**src/rtl/harmonic_lock_tracker_pkg.sv**
```systemverilog
// Shared Q14 constants, encodings and default thresholds for the harmonic lock tracker.
package harmonic_lock_tracker_pkg;

    localparam int unsigned HSI_WIDTH = 18;
    localparam int unsigned HSI_FRAC  = 14;
    localparam int unsigned Q14_ONE   = 16384;
    localparam int unsigned Q14_HALF  = 8192;

    localparam int          DEF_ENTER_TH  = 13107;
    localparam int          DEF_EXIT_TH   = 11469;
    localparam int          DEF_TREND_TH  = 164;
    localparam int unsigned DEF_ACQ_DWELL = 16;
    localparam int unsigned DEF_REL_DWELL = 64;
    localparam int unsigned DEF_CNT_W     = 16;

    typedef enum logic [1:0] {
        ST_IDLE    = 2'd0,
        ST_ACQUIRE = 2'd1,
        ST_LOCKED  = 2'd2,
        ST_RELEASE = 2'd3
    } lock_state_e;

    typedef enum logic [1:0] {
        TR_STEADY  = 2'd0,
        TR_TIGHTEN = 2'd1,
        TR_LOOSEN  = 2'd2
    } trend_e;

    function automatic int unsigned max_u(input int unsigned a, input int unsigned b);
        return (a > b) ? a : b;
    endfunction

endpackage

```
**src/rtl/harmonic_lock_tracker_sat_counter.sv**
```systemverilog
// Saturating up-counter with synchronous clear and load; clear wins over load, load over inc.
module sat_counter #(
    parameter int unsigned W = 8
) (
    input  logic         clk,
    input  logic         rst,
    input  logic         inc,
    input  logic         clr,
    input  logic         load,
    input  logic [W-1:0] d,
    output logic [W-1:0] q
);

    always_ff @(posedge clk or posedge rst) begin
        if (rst) begin
            q <= '0;
        end else if (clr) begin
            q <= '0;
        end else if (load) begin
            q <= d;
        end else if (inc && (q != {W{1'b1}})) begin
            q <= q + W'(1);
        end
    end

endmodule

```
**src/rtl/harmonic_lock_tracker.sv**
```systemverilog
// Debounces per-tick harmonic lock samples into lock episodes with hysteresis,
// episode statistics, peak HSI and a delta-HSI trend flag.
module harmonic_lock_tracker
    import harmonic_lock_tracker_pkg::*;
#(
    parameter int unsigned WIDTH     = HSI_WIDTH,
    parameter int unsigned FRAC      = HSI_FRAC,
    parameter int unsigned CNT_W     = DEF_CNT_W,
    parameter int          ENTER_TH  = DEF_ENTER_TH,
    parameter int          EXIT_TH   = DEF_EXIT_TH,
    parameter int unsigned ACQ_DWELL = DEF_ACQ_DWELL,
    parameter int unsigned REL_DWELL = DEF_REL_DWELL,
    parameter int          TREND_TH  = DEF_TREND_TH
) (
    input  logic                    clk,
    input  logic                    rst,
    input  logic                    clk_en,
    input  logic signed [WIDTH-1:0] hsi,
    input  logic signed [WIDTH-1:0] delta_hsi,
    input  logic                    harmonic_locked,
    output logic [1:0]              lock_state,
    output logic                    lock_stable,
    output logic                    lock_onset,
    output logic                    lock_release,
    output logic [CNT_W-1:0]        episode_len,
    output logic [CNT_W-1:0]        last_episode_len,
    output logic [CNT_W-1:0]        episode_count,
    output logic signed [WIDTH-1:0] peak_hsi,
    output logic [1:0]              trend
);

    localparam int unsigned DW = $clog2(max_u(ACQ_DWELL, REL_DWELL)) + 1;

    localparam logic signed [WIDTH-1:0] ENTER_S   = WIDTH'(ENTER_TH);
    localparam logic signed [WIDTH-1:0] EXIT_S    = WIDTH'(EXIT_TH);
    localparam logic signed [WIDTH-1:0] TREND_POS = WIDTH'(TREND_TH);
    localparam logic signed [WIDTH-1:0] TREND_NEG = WIDTH'(-TREND_TH);
    localparam logic signed [WIDTH-1:0] BAND_POS  = WIDTH'(TREND_TH >>> 1);
    localparam logic signed [WIDTH-1:0] BAND_NEG  = WIDTH'(-(TREND_TH >>> 1));

    if ((EXIT_TH >= ENTER_TH) || (ACQ_DWELL < 2) || (REL_DWELL < 2) || (FRAC >= WIDTH)) begin : g_param_check
        $error("harmonic_lock_tracker: inconsistent threshold/dwell/format parameters");
    end

    lock_state_e       state, state_next;
    trend_e            trend_r, trend_next;
    logic [DW-1:0]     dwell;
    logic              dwell_inc, dwell_clr, dwell_load;
    logic              len_inc, len_clr, cnt_inc;
    logic              onset_c, release_c, load_peak, track_peak;
    logic              enter_q, hold_q, in_band;
    logic [CNT_W-1:0]  len_plus1;

    // Negative hsi naturally fails both positive thresholds under signed compare.
    assign enter_q   = harmonic_locked && (hsi >= ENTER_S);
    assign hold_q    = harmonic_locked && (hsi >= EXIT_S);
    assign in_band   = (delta_hsi > BAND_NEG) && (delta_hsi < BAND_POS);
    assign len_plus1 = (episode_len == {CNT_W{1'b1}}) ? episode_len : episode_len + CNT_W'(1);

    assign lock_state = state;
    assign trend      = trend_r;

    always_ff @(posedge clk or posedge rst) begin
        if (rst) begin
            state <= ST_IDLE;
        end else if (clk_en) begin
            state <= state_next;
        end
    end

    always_comb begin
        state_next = state;
        dwell_inc  = 1'b0;
        dwell_clr  = 1'b0;
        dwell_load = 1'b0;
        len_inc    = 1'b0;
        len_clr    = 1'b0;
        cnt_inc    = 1'b0;
        onset_c    = 1'b0;
        release_c  = 1'b0;
        load_peak  = 1'b0;
        track_peak = 1'b0;
        case (state)
            ST_IDLE: begin
                if (enter_q) begin
                    state_next = ST_ACQUIRE;
                    dwell_load = 1'b1;
                end
            end
            ST_ACQUIRE: begin
                if (!enter_q) begin
                    state_next = ST_IDLE;
                    dwell_clr  = 1'b1;
                end else if (dwell == DW'(ACQ_DWELL - 1)) begin
                    state_next = ST_LOCKED;
                    onset_c    = 1'b1;
                    len_clr    = 1'b1;
                    load_peak  = 1'b1;
                    dwell_clr  = 1'b1;
                end else begin
                    dwell_inc = 1'b1;
                end
            end
            ST_LOCKED: begin
                len_inc    = 1'b1;
                track_peak = 1'b1;
                if (!hold_q) begin
                    state_next = ST_RELEASE;
                    dwell_load = 1'b1;
                end
            end
            ST_RELEASE: begin
                track_peak = 1'b1;
                if (hold_q) begin
                    state_next = ST_LOCKED;
                    dwell_clr  = 1'b1;
                    len_inc    = 1'b1;
                end else if (dwell == DW'(REL_DWELL - 1)) begin
                    state_next = ST_IDLE;
                    release_c  = 1'b1;
                    len_clr    = 1'b1;
                    cnt_inc    = 1'b1;
                    dwell_clr  = 1'b1;
                end else begin
                    len_inc   = 1'b1;
                    dwell_inc = 1'b1;
                end
            end
            default: state_next = ST_IDLE;
        endcase
    end

    // Trend hysteresis: opposite threshold flips directly, the inner band returns to steady.
    always_comb begin
        trend_next = trend_r;
        case (trend_r)
            TR_STEADY: begin
                if (delta_hsi > TREND_POS)      trend_next = TR_TIGHTEN;
                else if (delta_hsi < TREND_NEG) trend_next = TR_LOOSEN;
            end
            TR_TIGHTEN: begin
                if (delta_hsi < TREND_NEG) trend_next = TR_LOOSEN;
                else if (in_band)          trend_next = TR_STEADY;
            end
            TR_LOOSEN: begin
                if (delta_hsi > TREND_POS) trend_next = TR_TIGHTEN;
                else if (in_band)          trend_next = TR_STEADY;
            end
            default: trend_next = TR_STEADY;
        endcase
    end

    always_ff @(posedge clk or posedge rst) begin
        if (rst) begin
            lock_onset       <= 1'b0;
            lock_release     <= 1'b0;
            lock_stable      <= 1'b0;
            last_episode_len <= '0;
            peak_hsi         <= '0;
            trend_r          <= TR_STEADY;
        end else begin
            lock_onset   <= clk_en && onset_c;
            lock_release <= clk_en && release_c;
            if (clk_en) begin
                lock_stable <= (state_next == ST_LOCKED) || (state_next == ST_RELEASE);
                trend_r     <= trend_next;
                if (release_c) begin
                    last_episode_len <= len_plus1;
                end
                if (load_peak) begin
                    peak_hsi <= hsi;
                end else if (track_peak && (hsi > peak_hsi)) begin
                    peak_hsi <= hsi;
                end
            end
        end
    end

    sat_counter #(.W(DW)) u_dwell (
        .clk  (clk),
        .rst  (rst),
        .inc  (clk_en && dwell_inc),
        .clr  (clk_en && dwell_clr),
        .load (clk_en && dwell_load),
        .d    (DW'(1)),
        .q    (dwell)
    );

    sat_counter #(.W(CNT_W)) u_episode_len (
        .clk  (clk),
        .rst  (rst),
        .inc  (clk_en && len_inc),
        .clr  (clk_en && len_clr),
        .load (1'b0),
        .d    ('0),
        .q    (episode_len)
    );

    sat_counter #(.W(CNT_W)) u_episode_count (
        .clk  (clk),
        .rst  (rst),
        .inc  (clk_en && cnt_inc),
        .clr  (1'b0),
        .load (1'b0),
        .d    ('0),
        .q    (episode_count)
    );

endmodule
```
**config.mk**
```make
export PLATFORM = sky130hd
export DESIGN_NAME = harmonic_lock_tracker
export DESIGN_NICKNAME = d
export VERILOG_FILES = /design/src/rtl/harmonic_lock_tracker_pkg.sv /design/src/rtl/harmonic_lock_tracker_sat_counter.sv /design/src/rtl/harmonic_lock_tracker.sv
export SDC_FILE = /design/constraint.sdc
export NUM_CORES = 1
export LEC_CHECK = 0
export BUFFER_PORTS_ARGS = -buffer_cell sky130_fd_sc_hd__buf_4
export CORE_MARGIN = 1.5
export CORE_UTILIZATION = 49
export DETAILED_ROUTE_END_ITERATION = 6
export PLACE_DENSITY = 0.79
export RECOVER_POWER = 50
export SETUP_SLACK_MARGIN = 0.1
export SKIP_CTS_REPAIR_TIMING = 1
export SYNTH_ARGS = -nofsm -noshare
export SYNTH_HDL_FRONTEND = slang
export SYNTH_SLANG_ARGS = --single-unit
```
**constraint.sdc**
```tcl
create_clock -name clk -period 2.6 [get_ports clk]
set_clock_uncertainty 0.2 [all_clocks]
set_input_delay 0.65 -clock clk [delete_from_list [all_inputs] [get_ports clk]]
set_output_delay 0.65 -clock clk [all_outputs]
set_load 0.03 [all_outputs]
```
Word-level counts from Yosys, hierarchy flattened --
Index checks and enable logic that the tools add are counted.
Cells by class: $add $sub $neg 3, $lt $le $gt $ge 7, equality and inequality tests 14, muxes and demuxes 42, reductions and logical operators 24
Operators by type and width (count):
- 16-bit two-way mux | 3
- 18-bit by 15-bit >= comparator with 1-bit output, second input constant | 2
- 18-bit two-way mux | 2
- 16-bit by 1-bit adder with 16-bit output, second input constant | 2
- 16-bit != test, second input constant | 2
- 2-bit two-way mux | 11
- 7-bit two-way mux | 3
- 18-bit greater-than comparator | 1
- 18-bit by 8-bit greater-than comparator with 1-bit output, second input constant | 1
- 18-bit by 9-bit greater-than comparator with 1-bit output, second input constant | 1
- 18-bit by 8-bit < comparator with 1-bit output, second input constant | 1
- 18-bit by 9-bit < comparator with 1-bit output, second input constant | 1
- 16-bit == test, second input constant | 1
- 1-bit two-way mux | 16
- 1-bit logical AND | 14
- 2-bit == test, second input constant | 5
- 1-bit case mux with 2 select lines | 5
- 2-bit case mux with 4 select lines | 1
- 7-bit by 1-bit adder with 7-bit output, second input constant | 1
- 7-bit by 4-bit == test with 1-bit output, second input constant | 1
- 7-bit by 6-bit == test with 1-bit output, second input constant | 1
- 7-bit != test, second input constant | 1
- 2-bit case mux with 3 select lines | 1
- 2-bit AND reduction | 3
- other kinds (7) | 10
Word-level totals: flip-flop bits (word level) 80, bits of input ports 40, output and inout bits 73, logic and storage cells 100

Depth between registers and ports, before layout --
depth in word-level cells 9, depth in mapped cells 9, mapped depth without buffers 8

Modules after synthesis --
From an unflattened synthesis, not the netlist that was laid out.
Unflattened totals: cells, all modules 605, area total of the unflattened synthesis 5345.1 µm²
By module, submodules not included:
- harmonic_lock_tracker | times used 1, cells an instance 296, area an instance 2717.6 µm², sequential area each 1001.0 µm²
- sat_counter at u_episode_count ... | times used 2, cells an instance 131, area an instance 1097.3 µm², sequential area each 400.4 µm²
- sat_counter at u_dwell | times used 1, cells an instance 47, area an instance 432.9 µm², sequential area each 175.2 µm²

Worst setup path before layout --
OpenSTA, ideal clock, no wires.
path type input -> register, start point in harmonic_locked, end point reg peak_hsi[17], library setup time 0.125 ns, arrival time 2.366 ns, data required time 2.275 ns, setup slack -0.090 ns, cell stages on the path 7, buffers on the path 1, cells stage by stage nor2b_1 -> nand2_1 -> a211o_1 -> nor4_4 -> nand3b_4 -> buf_6 -> mux2_2
Between the ends: cells in the longest elaborated chain, start to end 5, elaborated cells on any way between the ends 6, those cells by class mux: 3; reduce/logical: 3
Ends and longest elaborated chain:
- start, declared | RTL line harmonic_lock_tracker.sv:20 | input logic harmonic_locked,
- 1-bit logical AND (*) | RTL line harmonic_lock_tracker.sv:55 | assign enter_q = harmonic_locked && (hsi >= ENTER_S);
- 1-bit two-way mux (*) | RTL line harmonic_lock_tracker.sv:91 | if (!enter_q) begin
- 1-bit two-way mux (*) | RTL line harmonic_lock_tracker.sv:83 | case (state)
- 2-bit nonzero test (no source line)
- 2-bit AND reduction (no source line)
- end signal, assigned | RTL line harmonic_lock_tracker.sv:171 | peak_hsi <= hsi;
- end signal, assigned | RTL line harmonic_lock_tracker.sv:173 | peak_hsi <= hsi;
- end, declared | RTL line harmonic_lock_tracker.sv:28 | output logic signed [WIDTH-1:0] peak_hsi,
Every way passes the cells marked *; elsewhere a longest branch is shown, timed or not. A chain may end at the register's enable or synchronous reset.

Worst setup path in the final report --
start point reg peak_hsi[13], end point reg peak_hsi[6]
Between the ends: cells in the longest elaborated chain, start to end 4
Ends and longest elaborated chain:
- 18-bit greater-than comparator | RTL line harmonic_lock_tracker.sv:172 | end else if (track_peak && (hsi > peak_hsi)) begin
- 1-bit logical AND | RTL line harmonic_lock_tracker.sv:172
- 2-bit nonzero test (no source line)
- 2-bit AND reduction (no source line)
Every way passes these cells.

==> summary.md <==
| Metric | Value |
|---|---|
| CP required | `2640 ps` |
| Vias in the first global route | `4,037` |
| Chip width | `99.9 um` |
| Worst skew pair latency | `350 ps` |
| Max_slew headroom | `20.8%` |
| I/O pin count | `113` |
| Clock transition at the registers of the reported paths | `90 ps` |
| Hold WC Path Type | `reg -> reg` |
| Final period util | `93.6%` |
| Drt wl/cell | `16.1 um` |
| Net count after synthesis | `521` |
| Fin crit period | `2430 ps` |
| Mapped Cells | `460` |
| Syn Std Cell Area | `4600 um2` |
| TritonRoute pass-1 iters | `5` |
| DRC viols | `0` |
| CTS buffer count | `9` |
| Family with the most delay on the worst path | `simple AND/OR/NAND/NOR gates` |
| Yosys cell types | `66` |
| Slew @ Worst Pin | `1180 ps` |
| CP Cell Sequence | `inv_2 -> ha_4 -> nand4_1 -> nor4_2 -> a211oi_1 -> o21ai_1 -> nand3b_4 -> buf_12 -> mux2_4` |
| Ys Warns | `0` |
| CP Buf/Inv Count | `2` |
| Multi-input logic area | `2590 um2` |
| Yosys reg bits | `79` |
| Power per cell area | `431 nW/um2` |
| Row count | `35` |
| Post-synth EDFFs | `0` |
| Clk sink count | `79` |
| Max Freq | `411 MHz` |
| Setup crit end kind | `register` |
| Filler cell count | `741` |
| ANT cells | `0` |
| CTS tree | `done` |
| Layout Utilization | `67.2%` |
| Share of layout cells above drive strength 1 | `33.1%` |
| Sequential share of the synthesized area | `43.0%` |
| DP Cell Count | `713` |
| Die Ht | `99.9 um` |
| Stages on worst setup path | `9` |
| Root Buffer | `clkbuf_8` |
| H-tree depth | `3` |
| Worst VDD drop | `0.241 mV` |
| Pins over their slew limit | `0` |
| Core footprint | `9150 um2` |
| Status | `finished, final reports clean` |
| Initial Util | `50.3%` |
| CP Class | `reg -> reg` |
| DP HPWL | `8.70 mm` |
| WL final | `11.8 mm` |
| Number of buffers on the longest clock path | `2` |
| P_leak | `2.78 nW` |
| Register Area | `1980 um2` |
| Largest net degree at the start of global routing | `26` |
| RSZ-0062 raised after global routing | `true` |
| Hold depth | `1` |
| Area Growth Syn to Fin | `33.8%` |
| Syn Area/Cell | `10.0 um2` |
| Max-cap viol count | `0` |
| Die area | `9980 um2` |
| Worst Hold Slack | `306 ps` |
| Drt first-iter violations | `274` |
| First-pass GRT wire length | `19.1 mm` |
| Total Nets Final | `679` |
| Highest-delay cell along the critical path | `dfrtp_1` |
| Global route overflow | `0` |
| Setup Viol. Count Final | `0` |
| Reg2reg path depth | `9` |
| # port buffers | `112` |
| Initial antenna violation count | `0` |
| Type of origin of the critical path | `register` |
| Crit Path Max Fanout | `12` |
| Largest stage delay, worst path | `390 ps` |
| Final hold violation count | `0` |
| Gr usage total | `23.8%` |
| Async SR Flop Fraction | `100%` |
| Critical Path AT | `2470 ps` |
| DRT antenna net count | `0` |
| Vias per inst | `5.73` |
| Ys flop type | `dfrtp_1` |
| GP Congestion | `0.866` |
| Cell Count, Final, Fillers Out | `734` |
| Vias | `4,208` |
## placed cells by master, fill, tap and decap left out, types with 3 or more instances in the layout
| cell | n |
|---|---|
| a21oi_1 | 17 |
| mux2_2 | 18 |
| nand4_1 | 17 |
| or4_1 | 3 |
| xnor2_1 | 23 |
| a21o_1 | 4 |
| o211ai_1 | 4 |
| and4_1 | 3 |
| buf_4 | 120 |
| nor3_1 | 14 |
| ha_1 | 12 |
| nand3_1 | 14 |
| nand3_2 | 6 |
| and2_1 | 6 |
| nand2_1 | 25 |
| nor2_1 | 41 |
| a221o_1 | 3 |
| and3_1 | 11 |
| clkbuf_1 | 37 |
| xor2_1 | 9 |
| ha_4 | 9 |
| dfrtp_1 | 75 |
| a31oi_1 | 18 |
| o21ai_0 | 13 |
| a211oi_1 | 5 |
| inv_1 | 26 |
| a211o_1 | 5 |
| dfrtp_2 | 4 |
| clkbuf_8 | 10 |
## cell type report
class / instances / area share, %
Multi-Input combinational cell: 338 / 42.1
Inverter: 28 / 1.73
Clock inverter: 6 / 1.50
Tap cell: 111 / 2.26
Sequential cell: 79 / 32.2
Timing Repair Buffer: 162 / 17.9
Clock buffer: 10 / 2.24
## sequential cells by signal, indices dropped and copies added, names as in the netlist, 2 cells and up
register and count:
u_episode_len.q 16, peak_hsi 18, trend 2, lock_state 2
last_episode_len 16, u_episode_count.q 16, u_dwell.q 7
## metrics by stage
stage | total power [mW] | cell area [um2] | setup WS, ps | TNS (ps)
floorplan | 1.45 | 4730 | 76.1 | 0
global placement | 1.61 | 5980 | -147 | -4360
detailed placement | 1.62 | 5980 | -196 | -7590
CTS | 2.68 | 6210 | 79.7 | 0
global route | 2.77 | 6150 | 14.1 | 0
finish | 2.65 | 6150 | 167 | 0
## metal layers
metal  vias to the layer above  wire length [um]  track usage [%]
li1                       2001                 -                -
met5                         -                 0                0
met2                       139              5620             40.6
met1                      2050              5410             31.4
met4                         0               142             6.72
met3                        18               615             3.97
## power by group
group          switching (mW)  internal [mW]
logic                   0.176          0.142
clock network           0.487          0.572
registers              0.0264           1.25
total                   0.690           1.96
## worst paths after layout
check	startpoint	end	slack, ps
min in group asynchronous	rst	u_dwell.q[0]$_DFFE_PP0P_	330
max in group asynchronous	rst	u_episode_len.q[1]$_DFFE_PP0P_	500
max reg2reg	peak_hsi[13]$_DFFE_PP0P_	peak_hsi[6]$_DFFE_PP0P_	170
min reg2reg	u_episode_count.q[10]$_DFFE_PP0P_	u_episode_count.q[10]$_DFFE_PP0P_	310
max	peak_hsi[13]$_DFFE_PP0P_	peak_hsi[6]$_DFFE_PP0P_	170
min	u_episode_count.q[10]$_DFFE_PP0P_	u_episode_count.q[10]$_DFFE_PP0P_	310
## synth_stat cells, types with 6 or more instances
| library cell | n | area [um2] |
|---|---|---|
| clkbuf_1 | 7 | 26.3 |
| nand4_1 | 17 | 106 |
| o21ai_0 | 14 | 70.1 |
| ha_1 | 21 | 263 |
| nand2_1 | 26 | 97.6 |
| xnor2_1 | 23 | 201 |
| mux2_2 | 18 | 203 |
| xor2_1 | 9 | 78.8 |
| nor2_1 | 42 | 158 |
| dfrtp_1 | 79 | 1980 |
| nand3_1 | 14 | 70.1 |
| a211oi_1 | 6 | 45.0 |
| nand3_2 | 6 | 60.1 |
| nor3_1 | 15 | 75.1 |
| and2_1 | 6 | 37.5 |
| a31oi_1 | 18 | 113 |
| a21oi_1 | 17 | 85.1 |
| inv_1 | 28 | 105 |
| and3_1 | 11 | 68.8 |
## logic make-up (layout without fill, tap and decap cells)
| group | Yosys count | count (layout) | synth area share (%) |
|---|---|---|---|
| XOR/XNOR | 33 | 33 | 6.45 |
| AND/OR/NAND/NOR | 170 | 170 | 21.0 |
| buffers and inverters | 43 | 206 | 4.24 |
| flip-flops | 79 | 79 | 43.0 |
| adder cells (fa/ha/maj) | 21 | 21 | 5.71 |
| multiplexers | 22 | 22 | 5.33 |
| AO/OA/AOI/OAI | 92 | 92 | 14.3 |
(Power assumes the default switching activity.)
